File: src/rtl/multicycle_ctrl_pkg.sv
// rtl/multicycle_ctrl_pkg.sv - shared encodings for the multi-cycle core control path
package multicycle_ctrl_pkg;

   typedef enum logic [2:0] {
      ST_FETCH  = 3'd0,
      ST_DECODE = 3'd1,
      ST_EXEC   = 3'd2,
      ST_MEM    = 3'd3,
      ST_WB     = 3'd4,
      ST_HALT   = 3'd5
   } state_e;

   typedef enum logic [2:0] {
      CLS_R,
      CLS_I,
      CLS_LOAD,
      CLS_S,
      CLS_B,
      CLS_U,
      CLS_J,
      CLS_ILLEGAL
   } inst_class_e;

   localparam logic [6:0] OPCODE_R    = 7'b0110011;
   localparam logic [6:0] OPCODE_I    = 7'b0010011;
   localparam logic [6:0] OPCODE_LOAD = 7'b0000011;
   localparam logic [6:0] OPCODE_S    = 7'b0100011;
   localparam logic [6:0] OPCODE_B    = 7'b1100011;
   localparam logic [6:0] OPCODE_U    = 7'b0110111;
   localparam logic [6:0] OPCODE_J    = 7'b1101111;

   localparam logic [3:0] ALU_ADD    = 4'd0;
   localparam logic [3:0] ALU_SUB    = 4'd1;
   localparam logic [3:0] ALU_AND    = 4'd2;
   localparam logic [3:0] ALU_OR     = 4'd3;
   localparam logic [3:0] ALU_PASS_B = 4'd4;

   localparam logic [1:0] SRCB_RS2  = 2'b00;
   localparam logic [1:0] SRCB_UIMM = 2'b01;
   localparam logic [1:0] SRCB_IMM  = 2'b10;

   localparam logic [1:0] WDATA_ALU = 2'b00;
   localparam logic [1:0] WDATA_IMM = 2'b01;
   localparam logic [1:0] WDATA_MEM = 2'b10;
   localparam logic [1:0] WDATA_PC4 = 2'b11;

   localparam logic [1:0] CAUSE_NONE    = 2'b00;
   localparam logic [1:0] CAUSE_ILLEGAL = 2'b01;
   localparam logic [1:0] CAUSE_TIMEOUT = 2'b10;

   function automatic inst_class_e decode_class(input logic [6:0] opcode);
      case (opcode)
         OPCODE_R:    return CLS_R;
         OPCODE_I:    return CLS_I;
         OPCODE_LOAD: return CLS_LOAD;
         OPCODE_S:    return CLS_S;
         OPCODE_B:    return CLS_B;
         OPCODE_U:    return CLS_U;
         OPCODE_J:    return CLS_J;
         default:     return CLS_ILLEGAL;
      endcase
   endfunction

endpackage

File: src/rtl/multicycle_ctrl_if.sv
// rtl/multicycle_ctrl_if.sv - control/status bundle between the control FSM and the datapath
interface multicycle_ctrl_if;
   logic [31:0] instruction;
   logic        mem_ready;
   logic        branch_taken;
   logic        pc_we;
   logic        pc_src;
   logic        ir_we;
   logic        mem_req;
   logic        mem_we;
   logic        mem_addr_src;
   logic        rf_we;
   logic [1:0]  rf_wdata_src;
   logic [3:0]  alu_op;
   logic [1:0]  alu_src_b;
   logic        retire;
   logic        halted;
   logic [1:0]  cause;
   logic [2:0]  state;

   modport master (
      input  instruction, mem_ready, branch_taken,
      output pc_we, pc_src, ir_we, mem_req, mem_we, mem_addr_src, rf_we,
             rf_wdata_src, alu_op, alu_src_b, retire, halted, cause, state
   );

   modport slave (
      output instruction, mem_ready, branch_taken,
      input  pc_we, pc_src, ir_we, mem_req, mem_we, mem_addr_src, rf_we,
             rf_wdata_src, alu_op, alu_src_b, retire, halted, cause, state
   );
endinterface

File: src/rtl/alu_ctrl_map.sv
// rtl/alu_ctrl_map.sv - opcode/funct3/funct7 to ALU operation and operand-B select
module alu_ctrl_map
   import multicycle_ctrl_pkg::*;
(
   input  logic [6:0] opcode,
   input  logic [2:0] funct3,
   input  logic [6:0] funct7,
   output logic [3:0] alu_op,
   output logic [1:0] alu_src_b
);
   always_comb begin
      alu_op    = ALU_ADD;
      alu_src_b = SRCB_RS2;
      case (decode_class(opcode))
         CLS_R: begin
            case (funct3)
               3'b000:  alu_op = (funct7 == 7'b0100000) ? ALU_SUB : ALU_ADD;
               3'b110:  alu_op = ALU_OR;
               3'b111:  alu_op = ALU_AND;
               default: alu_op = ALU_ADD;
            endcase
         end
         CLS_I: begin
            alu_src_b = SRCB_IMM;
            case (funct3)
               3'b110:  alu_op = ALU_OR;
               3'b111:  alu_op = ALU_AND;
               default: alu_op = ALU_ADD;
            endcase
         end
         CLS_LOAD, CLS_S, CLS_J: alu_src_b = SRCB_IMM;
         CLS_U: begin
            alu_op    = ALU_PASS_B;
            alu_src_b = SRCB_UIMM;
         end
         // Branch compare is rs1 - rs2; the target adder lives in the datapath.
         CLS_B:   alu_op = ALU_SUB;
         default: alu_op = ALU_ADD;
      endcase
   end
endmodule

File: src/rtl/multicycle_ctrl.sv
// rtl/multicycle_ctrl.sv - FETCH/DECODE/EXEC/MEM/WB sequencer with bus timeout and halt
module multicycle_ctrl
   import multicycle_ctrl_pkg::*;
#(
   parameter int MEM_TIMEOUT = 16,
   parameter int CNT_W       = 5
) (
   input  logic              clk,
   input  logic              rst,
   multicycle_ctrl_if.master bus
);
   localparam logic [CNT_W-1:0] WAIT_LIMIT = CNT_W'(MEM_TIMEOUT);

   state_e           state_q, state_d;
   logic [CNT_W-1:0] wait_cnt;
   logic             halted_q;
   logic [1:0]       cause_q, cause_d;
   inst_class_e      cls;
   logic [3:0]       map_alu_op;
   logic [1:0]       map_alu_src_b;
   logic             mem_phase;
   logic             timeout;
   logic             unused_ir_bits;

   logic       pc_we, pc_src, ir_we, mem_req, mem_we, mem_addr_src, rf_we, retire;
   logic [1:0] rf_wdata_src, alu_src_b;
   logic [3:0] alu_op;

   assign cls            = decode_class(bus.instruction[6:0]);
   assign unused_ir_bits = ^{bus.instruction[24:15], bus.instruction[11:7]};

   alu_ctrl_map u_alu_ctrl_map (
      .opcode    (bus.instruction[6:0]),
      .funct3    (bus.instruction[14:12]),
      .funct7    (bus.instruction[31:25]),
      .alu_op    (map_alu_op),
      .alu_src_b (map_alu_src_b)
   );

   // A ready in the limit cycle still completes; only a missing ready there times out.
   assign mem_phase = (state_q == ST_FETCH) || (state_q == ST_MEM);
   assign timeout   = mem_phase && !bus.mem_ready && (wait_cnt == WAIT_LIMIT);

   always_comb begin
      state_d      = state_q;
      cause_d      = cause_q;
      pc_we        = 1'b0;
      pc_src       = 1'b0;
      ir_we        = 1'b0;
      mem_req      = 1'b0;
      mem_we       = 1'b0;
      mem_addr_src = 1'b0;
      rf_we        = 1'b0;
      rf_wdata_src = WDATA_ALU;
      alu_op       = ALU_ADD;
      alu_src_b    = SRCB_RS2;
      retire       = 1'b0;
      case (state_q)
         ST_FETCH: begin
            mem_req = 1'b1;
            if (bus.mem_ready) begin
               ir_we   = 1'b1;
               state_d = ST_DECODE;
            end else if (timeout) begin
               state_d = ST_HALT;
               cause_d = CAUSE_TIMEOUT;
            end
         end
         ST_DECODE: begin
            if (cls == CLS_ILLEGAL) begin
               state_d = ST_HALT;
               cause_d = CAUSE_ILLEGAL;
            end else begin
               state_d = ST_EXEC;
            end
         end
         ST_EXEC: begin
            alu_op    = map_alu_op;
            alu_src_b = map_alu_src_b;
            case (cls)
               CLS_R, CLS_I, CLS_U: state_d = ST_WB;
               CLS_LOAD, CLS_S:     state_d = ST_MEM;
               CLS_B: begin
                  pc_we   = 1'b1;
                  pc_src  = bus.branch_taken;
                  retire  = 1'b1;
                  state_d = ST_FETCH;
               end
               CLS_J: begin
                  rf_we        = 1'b1;
                  rf_wdata_src = WDATA_PC4;
                  pc_we        = 1'b1;
                  pc_src       = 1'b1;
                  retire       = 1'b1;
                  state_d      = ST_FETCH;
               end
               default: begin
                  state_d = ST_HALT;
                  cause_d = CAUSE_ILLEGAL;
               end
            endcase
         end
         ST_MEM: begin
            mem_req      = 1'b1;
            mem_addr_src = 1'b1;
            mem_we       = (cls == CLS_S);
            if (bus.mem_ready) begin
               if (cls == CLS_S) begin
                  pc_we   = 1'b1;
                  retire  = 1'b1;
                  state_d = ST_FETCH;
               end else begin
                  state_d = ST_WB;
               end
            end else if (timeout) begin
               state_d = ST_HALT;
               cause_d = CAUSE_TIMEOUT;
            end
         end
         ST_WB: begin
            rf_we = 1'b1;
            case (cls)
               CLS_U:    rf_wdata_src = WDATA_IMM;
               CLS_LOAD: rf_wdata_src = WDATA_MEM;
               default:  rf_wdata_src = WDATA_ALU;
            endcase
            pc_we   = 1'b1;
            retire  = 1'b1;
            state_d = ST_FETCH;
         end
         ST_HALT: state_d = ST_HALT;
         default: begin
            state_d = ST_HALT;
            cause_d = CAUSE_ILLEGAL;
         end
      endcase
   end

   always_ff @(posedge clk) begin
      if (!rst) begin
         state_q  <= ST_FETCH;
         wait_cnt <= '0;
         halted_q <= 1'b0;
         cause_q  <= CAUSE_NONE;
      end else begin
         state_q  <= state_d;
         cause_q  <= cause_d;
         halted_q <= (state_d == ST_HALT);
         if (state_d != state_q) begin
            wait_cnt <= '0;
         end else if (mem_phase && !bus.mem_ready) begin
            wait_cnt <= wait_cnt + CNT_W'(1);
         end
      end
   end

   // Strobes are masked while reset is low so an in-flight access drops at once.
   assign bus.pc_we        = rst & pc_we;
   assign bus.pc_src       = rst & pc_src;
   assign bus.ir_we        = rst & ir_we;
   assign bus.mem_req      = rst & mem_req;
   assign bus.mem_we       = rst & mem_we;
   assign bus.mem_addr_src = rst & mem_addr_src;
   assign bus.rf_we        = rst & rf_we;
   assign bus.retire       = rst & retire;
   assign bus.rf_wdata_src = rst ? rf_wdata_src : 2'b00;
   assign bus.alu_op       = rst ? alu_op : 4'd0;
   assign bus.alu_src_b    = rst ? alu_src_b : 2'b00;
   assign bus.halted       = halted_q;
   assign bus.cause        = cause_q;
   assign bus.state        = state_q;
endmodule

File: src/flat_wrapper.sv
// flat-port wrapper written by rule: the top's interface ports become plain ports
module multicycle_ctrl_flat import multicycle_ctrl_pkg::*;
#(
   parameter int MEM_TIMEOUT = 16,
   parameter int CNT_W       = 5
)
  (clk, rst, bus_instruction, bus_mem_ready, bus_branch_taken, bus_pc_we, bus_pc_src, bus_ir_we, bus_mem_req, bus_mem_we, bus_mem_addr_src, bus_rf_we, bus_rf_wdata_src, bus_alu_op, bus_alu_src_b, bus_retire, bus_halted, bus_cause, bus_state);
  multicycle_ctrl_if bus_i ();
  input  logic clk;
  input  logic rst;
  input wire logic [$bits(bus_i.instruction)-1:0] bus_instruction;
  input wire logic [$bits(bus_i.mem_ready)-1:0] bus_mem_ready;
  input wire logic [$bits(bus_i.branch_taken)-1:0] bus_branch_taken;
  output wire logic [$bits(bus_i.pc_we)-1:0] bus_pc_we;
  output wire logic [$bits(bus_i.pc_src)-1:0] bus_pc_src;
  output wire logic [$bits(bus_i.ir_we)-1:0] bus_ir_we;
  output wire logic [$bits(bus_i.mem_req)-1:0] bus_mem_req;
  output wire logic [$bits(bus_i.mem_we)-1:0] bus_mem_we;
  output wire logic [$bits(bus_i.mem_addr_src)-1:0] bus_mem_addr_src;
  output wire logic [$bits(bus_i.rf_we)-1:0] bus_rf_we;
  output wire logic [$bits(bus_i.rf_wdata_src)-1:0] bus_rf_wdata_src;
  output wire logic [$bits(bus_i.alu_op)-1:0] bus_alu_op;
  output wire logic [$bits(bus_i.alu_src_b)-1:0] bus_alu_src_b;
  output wire logic [$bits(bus_i.retire)-1:0] bus_retire;
  output wire logic [$bits(bus_i.halted)-1:0] bus_halted;
  output wire logic [$bits(bus_i.cause)-1:0] bus_cause;
  output wire logic [$bits(bus_i.state)-1:0] bus_state;
  assign bus_i.instruction = bus_instruction;
  assign bus_i.mem_ready = bus_mem_ready;
  assign bus_i.branch_taken = bus_branch_taken;
  assign bus_pc_we = bus_i.pc_we;
  assign bus_pc_src = bus_i.pc_src;
  assign bus_ir_we = bus_i.ir_we;
  assign bus_mem_req = bus_i.mem_req;
  assign bus_mem_we = bus_i.mem_we;
  assign bus_mem_addr_src = bus_i.mem_addr_src;
  assign bus_rf_we = bus_i.rf_we;
  assign bus_rf_wdata_src = bus_i.rf_wdata_src;
  assign bus_alu_op = bus_i.alu_op;
  assign bus_alu_src_b = bus_i.alu_src_b;
  assign bus_retire = bus_i.retire;
  assign bus_halted = bus_i.halted;
  assign bus_cause = bus_i.cause;
  assign bus_state = bus_i.state;
  multicycle_ctrl #(.MEM_TIMEOUT(MEM_TIMEOUT), .CNT_W(CNT_W)) u_core (.clk(clk), .rst(rst), .bus(bus_i));
endmodule
File: config.mk
export PLATFORM = sky130hd
export DESIGN_NAME = multicycle_ctrl_flat
export DESIGN_NICKNAME = d
export VERILOG_FILES = /design/src/rtl/multicycle_ctrl_pkg.sv /design/src/rtl/multicycle_ctrl_if.sv /design/src/rtl/alu_ctrl_map.sv /design/src/rtl/multicycle_ctrl.sv /design/src/flat_wrapper.sv
export SDC_FILE = /design/constraint.sdc
export NUM_CORES = 1
export LEC_CHECK = 0
export BUFFER_PORTS_ARGS = -buffer_cell sky130_fd_sc_hd__buf_2
export CELL_PAD_IN_SITES_DETAIL_PLACEMENT = 1
export CELL_PAD_IN_SITES_GLOBAL_PLACEMENT = 1
export CORE_MARGIN = 3
export CORE_UTILIZATION = 33
export CTS_CLUSTER_SIZE = 16
export DETAILED_ROUTE_END_ITERATION = 8
export GPL_ROUTABILITY_DRIVEN = 0
export PLACE_DENSITY_LB_ADDON = 0.1
export SETUP_SLACK_MARGIN = 0.1
export SKIP_CTS_REPAIR_TIMING = 1
export SYNTH_ARGS = -nofsm -noshare
export SYNTH_HDL_FRONTEND = slang
export SYNTH_HIERARCHICAL = 1
export SYNTH_SLANG_ARGS = --single-unit
export TNS_END_PERCENT = 1
File: constraint.sdc
create_clock -name clk -period 1.95 [get_ports clk]
set_input_delay 0.195 -clock clk [delete_from_list [all_inputs] [get_ports clk]]
set_output_delay 0.195 -clock clk [all_outputs]
set_load 0.05 [all_outputs]
Word level (Yosys, flattened, before mapping)
Cells that the tools add are included.
{"block": "classes", "n_addsub": 1, "eq_ne": 29, "n_mux": 39, "bitwise_logic": 9, "n_reduce_logical": 16}
{"cell": "7-bit by 6-bit equality test with 1-bit output, second input constant", "count": 4}
{"cell": "3-bit equality test, second input constant", "count": 9}
{"cell": "3-bit 2-to-1 mux", "count": 7}
{"cell": "3-bit case mux with 7 select lines", "count": 1}
{"cell": "2-bit 2-to-1 mux", "count": 8}
{"cell": "2-bit case mux with 2 select lines", "count": 4}
{"cell": "3-bit case mux with 5 select lines", "count": 1}
{"cell": "7-bit equality test, second input constant", "count": 2}
{"cell": "3-bit by 2-bit equality test with 1-bit output, second input constant", "count": 4}
{"cell": "3-bit case mux with 4 select lines", "count": 1}
{"cell": "1-bit 2-to-1 mux", "count": 11}
{"cell": "2-bit OR reduction", "count": 5}
{"cell": "3-bit zero test", "count": 3}
{"cell": "3-bit case mux with 3 select lines", "count": 1}
{"cell": "2-bit case mux with 4 select lines", "count": 1}
{"cell": "1-bit bitwise AND", "count": 7}
{"cell": "7-bit by 2-bit equality test with 1-bit output, second input constant", "count": 1}
{"cell": "7-bit by 5-bit equality test with 1-bit output, second input constant", "count": 1}
{"cell": "7-bit OR reduction", "count": 1}
{"cell": "3-bit by 1-bit equality test with 1-bit output, second input constant", "count": 2}
{"cell": "2-bit case mux with 3 select lines", "count": 1}
{"cell": "5-bit by 1-bit adder with 5-bit output, second input constant", "count": 1}
{"cell": "5-bit equality test, second input constant", "count": 1}
{"cell": "5-bit AND reduction", "count": 1}
{"cell": "other kinds (11)", "count": 16}
{"block": "totals", "reg_bits": 11, "inputBits": 36}

Depth between registers and ports, before layout
{"block": "depth", "word_depth": 9, "depth_mapped": 7, "mapped_depth_nobuf": 7}

By module
The synthesis kept the hierarchy.
{"mod": "multicycle_ctrl", "n_inst": 1, "cells_each": 144, "area_per_inst_um2": 1082.3, "seq_area_each_um2": 220.2}
{"mod": "alu_ctrl_map", "n_inst": 1, "cells_each": 28, "area_per_inst_um2": 214.0, "seq_area_each_um2": 0.0}

Worst setup path before layout
No wires, ideal clock.
{"block": "synth_path", "path_type": "reg2out", "from": "reg u_core.state_q[1] (netlist: u_core/bus.state[1])", "to": "out bus_retire", "t_arrival_ns": 3.754, "required_ns": 1.755, "slack_ns": -1.999, "stages_incl_launch_ff": 7, "path_buffers": 3, "cell_sequence": "dfxtp_1 > buf_2 > clkbuf_1 > nand2_1 > nor4_1 > a22o_1 > buf_4"}
{"block": "synth_between", "elab_chain_len": 3}
{"element": "start: declaration", "line": "multicycle_ctrl.sv:14", "text": "state_e state_q, state_d;"}
{"element": "start signal: assignment", "line": "multicycle_ctrl.sv:146", "text": "state_q <= state_d;"}
{"element": "3-bit equality test / 3-bit by 2-bit equality test with 1-bit output (equally long branches)"}
{"element": "1-bit case mux with 3 select lines (*)"}
{"element": "1-bit bitwise AND (*)"}
{"element": "end: declaration", "line": "flat_wrapper.sv:24", "text": "output wire logic [$bits(bus_i.retire)-1:0] bus_retire;"}
Mark *: on every way between the ends. The rest lies on a longest branch, timed or not.

Worst setup path after layout
{"block": "layout_path", "from": "in bus_instruction[4]", "to": "out bus_rf_wdata_src[0]"}
{"block": "layout_between", "elab_chain_len": 6}
{"element": "start: declaration", "line": "flat_wrapper.sv:11", "text": "input wire logic [$bits(bus_i.instruction)-1:0] bus_instruction;"}
{"element": "7-bit equality test (tied with other cells)", "line": "multicycle_ctrl_pkg.sv:52", "text": "case (opcode)"}
{"element": "3-bit case mux with 7 select lines (*)", "line": "multicycle_ctrl_pkg.sv:52"}
{"element": "3-bit by 2-bit equality test with 1-bit output (tied with other cells)", "line": "multicycle_ctrl.sv:122", "text": "case (cls)"}
{"element": "2-bit case mux with 2 select lines / 2-bit 2-to-1 mux (equally long branches)", "line": "multicycle_ctrl.sv:122, multicycle_ctrl.sv:80"}
{"element": "2-bit case mux with 2 select lines (*)", "line": "multicycle_ctrl.sv:58", "text": "case (state_q)"}
{"element": "2-bit 2-to-1 mux (*)", "line": "multicycle_ctrl.sv:166", "text": "assign bus.rf_wdata_src = rst ? rf_wdata_src : 2'b00;"}
{"element": "end: declaration", "line": "flat_wrapper.sv:21", "text": "output wire logic [$bits(bus_i.rf_wdata_src)-1:0] bus_rf_wdata_src;"}
Marks and branches as above.

==> summary.txt <==
Timing
  • Sum Neg Setup Slack: 0 ns
  • Final Setup Violations: 0
  • FMAX: 548.4 MHz
  • Final min period: 1.824 ns
  • Hold_ws: between 0.2 and 0.3 ns
  • Period utilisation layout: 93.51%
  • Slew Limit Fails: 0
  • Unrepaired setup endpoints after global routing: yes
  • Final worst slack: 0.1265 ns
  • Clock skew: 0.002381 ns
  • Final hold viol count: 0

Synth
  • Mapped cell area: 1296 µm²
  • Post-synth ARST share: 0%
  • Main combinational cell family by area after synthesis: simple AND/OR/NAND/NOR gates
  • Synthesized area per cell: 7.536 µm²
  • Top cells by area, synth: dfxtp_1 (17%), nand2_1 (4.6%), nor2_1 (4.6%)
  • Synth Flop Type: dfxtp_1
  • Synth warn: 6
  • Simple-gate area share of the yosys netlist: between 40% and 50%
  • Post-synth EDFFs: 0
  • Synth cell types: 58
  • Post-Synth XOR/XNOR Area: 4.730%
  • Post-synthesis compound-gate area fraction: 23.75%
  • Synth top area share: 16.99%
  • Sequential fraction of the synthesis area: 16.99%
  • Mapped Nets: 210
  • Gate Count Post-Synth: around 170
  • Yosys reg bits: 11
  • Commonest cells in the netlist: nand2_1 (16), nor2_1 (16), dfxtp_1 (11)
  • Synth Area in Adders: under 10%
  • Multiplexer area fraction after synthesis: 2.413%
  • Yosys top cell by area: dfxtp_1

Worst setup path
  • CP max stage cell: mux2_4
  • WS Path Type: primary input to output port
  • Critical Path RT: 1.75 ns
  • Crit-path cells: clkbuf_4 -> nor3b_2 -> a21oi_1 -> nor4_1 -> buf_4 -> mux2_4 -> nor2_4 -> buf_8
  • CP endpoint kind: output port
  • Crit-path max FO: 8
  • CP Launch Type: primary input
  • Worst path arrival time: 1.63 ns
  • Crit-path max cell delay: 0.30 ns

Global route
  • First-pass GRT wire length: ~6700 µm
  • Total grt overflow: 0
  • Vias in the first global route: 1449
  • Initial antenna violation count: 0
  • Overall Global Routing Usage: 18.75%
  • Largest net degree at the start of global routing: 19

Placement
  • Pre-CTS WS: 0.007847 ns
  • Dpl hpwl: 3462 µm
  • DP Area: 1724 µm²
  • Number of buffers added on ports: 41

Clocking
  • Number of H-tree levels: 1
  • CTS tree: done
  • CTS Buf Count: 3
  • Longest Clk Path Bufs: 2
  • CTS root buf: clkbuf_8
  • Clock Latency Late Sink: 0.24 ns
  • Clk sinks: 11
  • CTS clk-pin slew, worst paths: 0.05 ns

Finish
  • Nets: approximately 270
  • Layout cells sized above 1: 47.64%
  • Filler Cells Inserted: 473
  • Design area: around 1900 µm²
  • Synthesis-to-layout area growth: 48.84%
  • Antenna Cells: 0

Route
  • Drt wl/cell: roughly 16 µm
  • Initial DRT Pass Iterations: 4
  • DRC viols: 0
  • Total routed wirelength: approximately 4500 µm
  • Vias per cell: 5.509
  • Detailed Route Iter0 Violations: 57
  • Final ANT Viol Nets: 0
  • Vias: 1548

Floorplan
  • Die extent in y: between 60 and 70 µm
  • Die area: 4716 µm²
  • Core area: approximately 3700 µm²
  • FP Rows: 22
  • Io pins: 58
  • Initial Util: 34.88%
  • Die X: 68.68 µm

Pwr
  • Pwr dens: 492.5 nW/µm²
  • Maximum vdd drop: ~0.36 mV
  • Leakage: about 0.84 nW

Flow run
  • Max-cap viol count: 0

Hold path
  • Hold Crit Class: primary input to flop

Outcome
  • Status: complete, no violations
-- layout by cell type, fill, tap and decap left out, types with 3 or more instances in the layout --
cell | Yosys | layout
and4bb_2 | 3 | 3
nand3_1 | 3 | 3
a21oi_1 | 10 | 10
o21a_1 | 3 | 3
nand4_1 | 4 | 4
nor2_1 | 16 | 13
nor2b_1 | 3 | 3
inv_1 | 6 | 5
o21ai_0 | 6 | 5
nand2b_1 | 5 | 5
and2_1 | 7 | 7
clkbuf_8 | 0 | 3
nor3_1 | 7 | 4
xor2_1 | 5 | 5
nor3_2 | 1 | 4
nand2_1 | 16 | 13
buf_4 | 2 | 30
dfxtp_1 | 11 | 7
buf_2 | 4 | 32
dfxtp_4 | 0 | 3
-- per-layer routing --
| metal | vias to the layer above | part of all wire (%) | GRT usage, % |
|---|---|---|---|
| met5 | - | 0 | 0 |
| met4 | 0 | 0.56 | 2.481 |
| met3 | 4 | 7.5 | 4.214 |
| met2 | 57 | 48 | 32.30 |
| met1 | 725 | 44 | 24.27 |
| li1 | 762 | - | - |
-- sequential cells by signal, indices dropped and copies added, names as in the netlist --
signal	flops
u_core/bus.cause	2
u_core/wait_cnt	5
u_core/bus.halted	1
u_core/bus.state	3
-- power breakdown --
part	switching (W)	total, W	internal, W
Combinational	0.000275	0.000445	0.000171
Clock	0.0000899	0.000234	0.000144
Sequential	0.0000290	0.000271	0.000242
-- through the flow --
step            power, W  std cells  utilization [%]
3_5_place_dp   0.0006795        271            46.40
6_report       0.0009503        281            51.92
4_1_cts        0.0009232        275            47.61
3_3_place_gp   0.0006694        271            46.40
2_1_floorplan  0.0005596        172                -
5_1_grt         0.001008        281            51.92
-- final timing paths --
kind | startpoint | endpoint | slack (ns) | cells after the start
hold reg to reg | u_core/bus.cause[0] | u_core/bus.cause[0] | 0.52 | 2
setup reg to reg | u_core/wait_cnt[0] | u_core/wait_cnt[4] | 0.15 | 8
setup / recovery | bus_instruction[4] | bus_rf_wdata_src[0] | 0.13 | 8
hold / removal | rst | u_core/bus.state[2] | 0.30 | 2
-- cell families (layout without fill, tap and decap cells) --
group,count (synthesis),in the layout
AND/OR/NAND/NOR,88,88
AO/OA/AOI/OAI,43,43
buffers and inverters,17,78
flip-flops,11,11
XOR/XNOR,7,7
multiplexers,3,3
adder cells (fa/ha/maj),2,2
other,1,1
-- final cells by class --
cell class | instances | area [µm²] | share of cell area, %
inverter | 6 | 22.52 | 1.167
clock buffer | 4 | 45.04 | 2.335
tap | 48 | 60.06 | 3.113
timing repair buffer | 68 | 457.9 | 23.74
sequential | 11 | 232.7 | 12.06
multi-input combinational | 144 | 1111 | 57.59
-- critical path: cells and delay by family --
family                 cells  cell delay (ns)
and+or+nand+nor            3             0.57
buffers and inverters      3             0.47
muxes                      1             0.30
AOI/OAI and AO/OA          1             0.07
No activity file was read; power rests on OpenSTA's default activity.
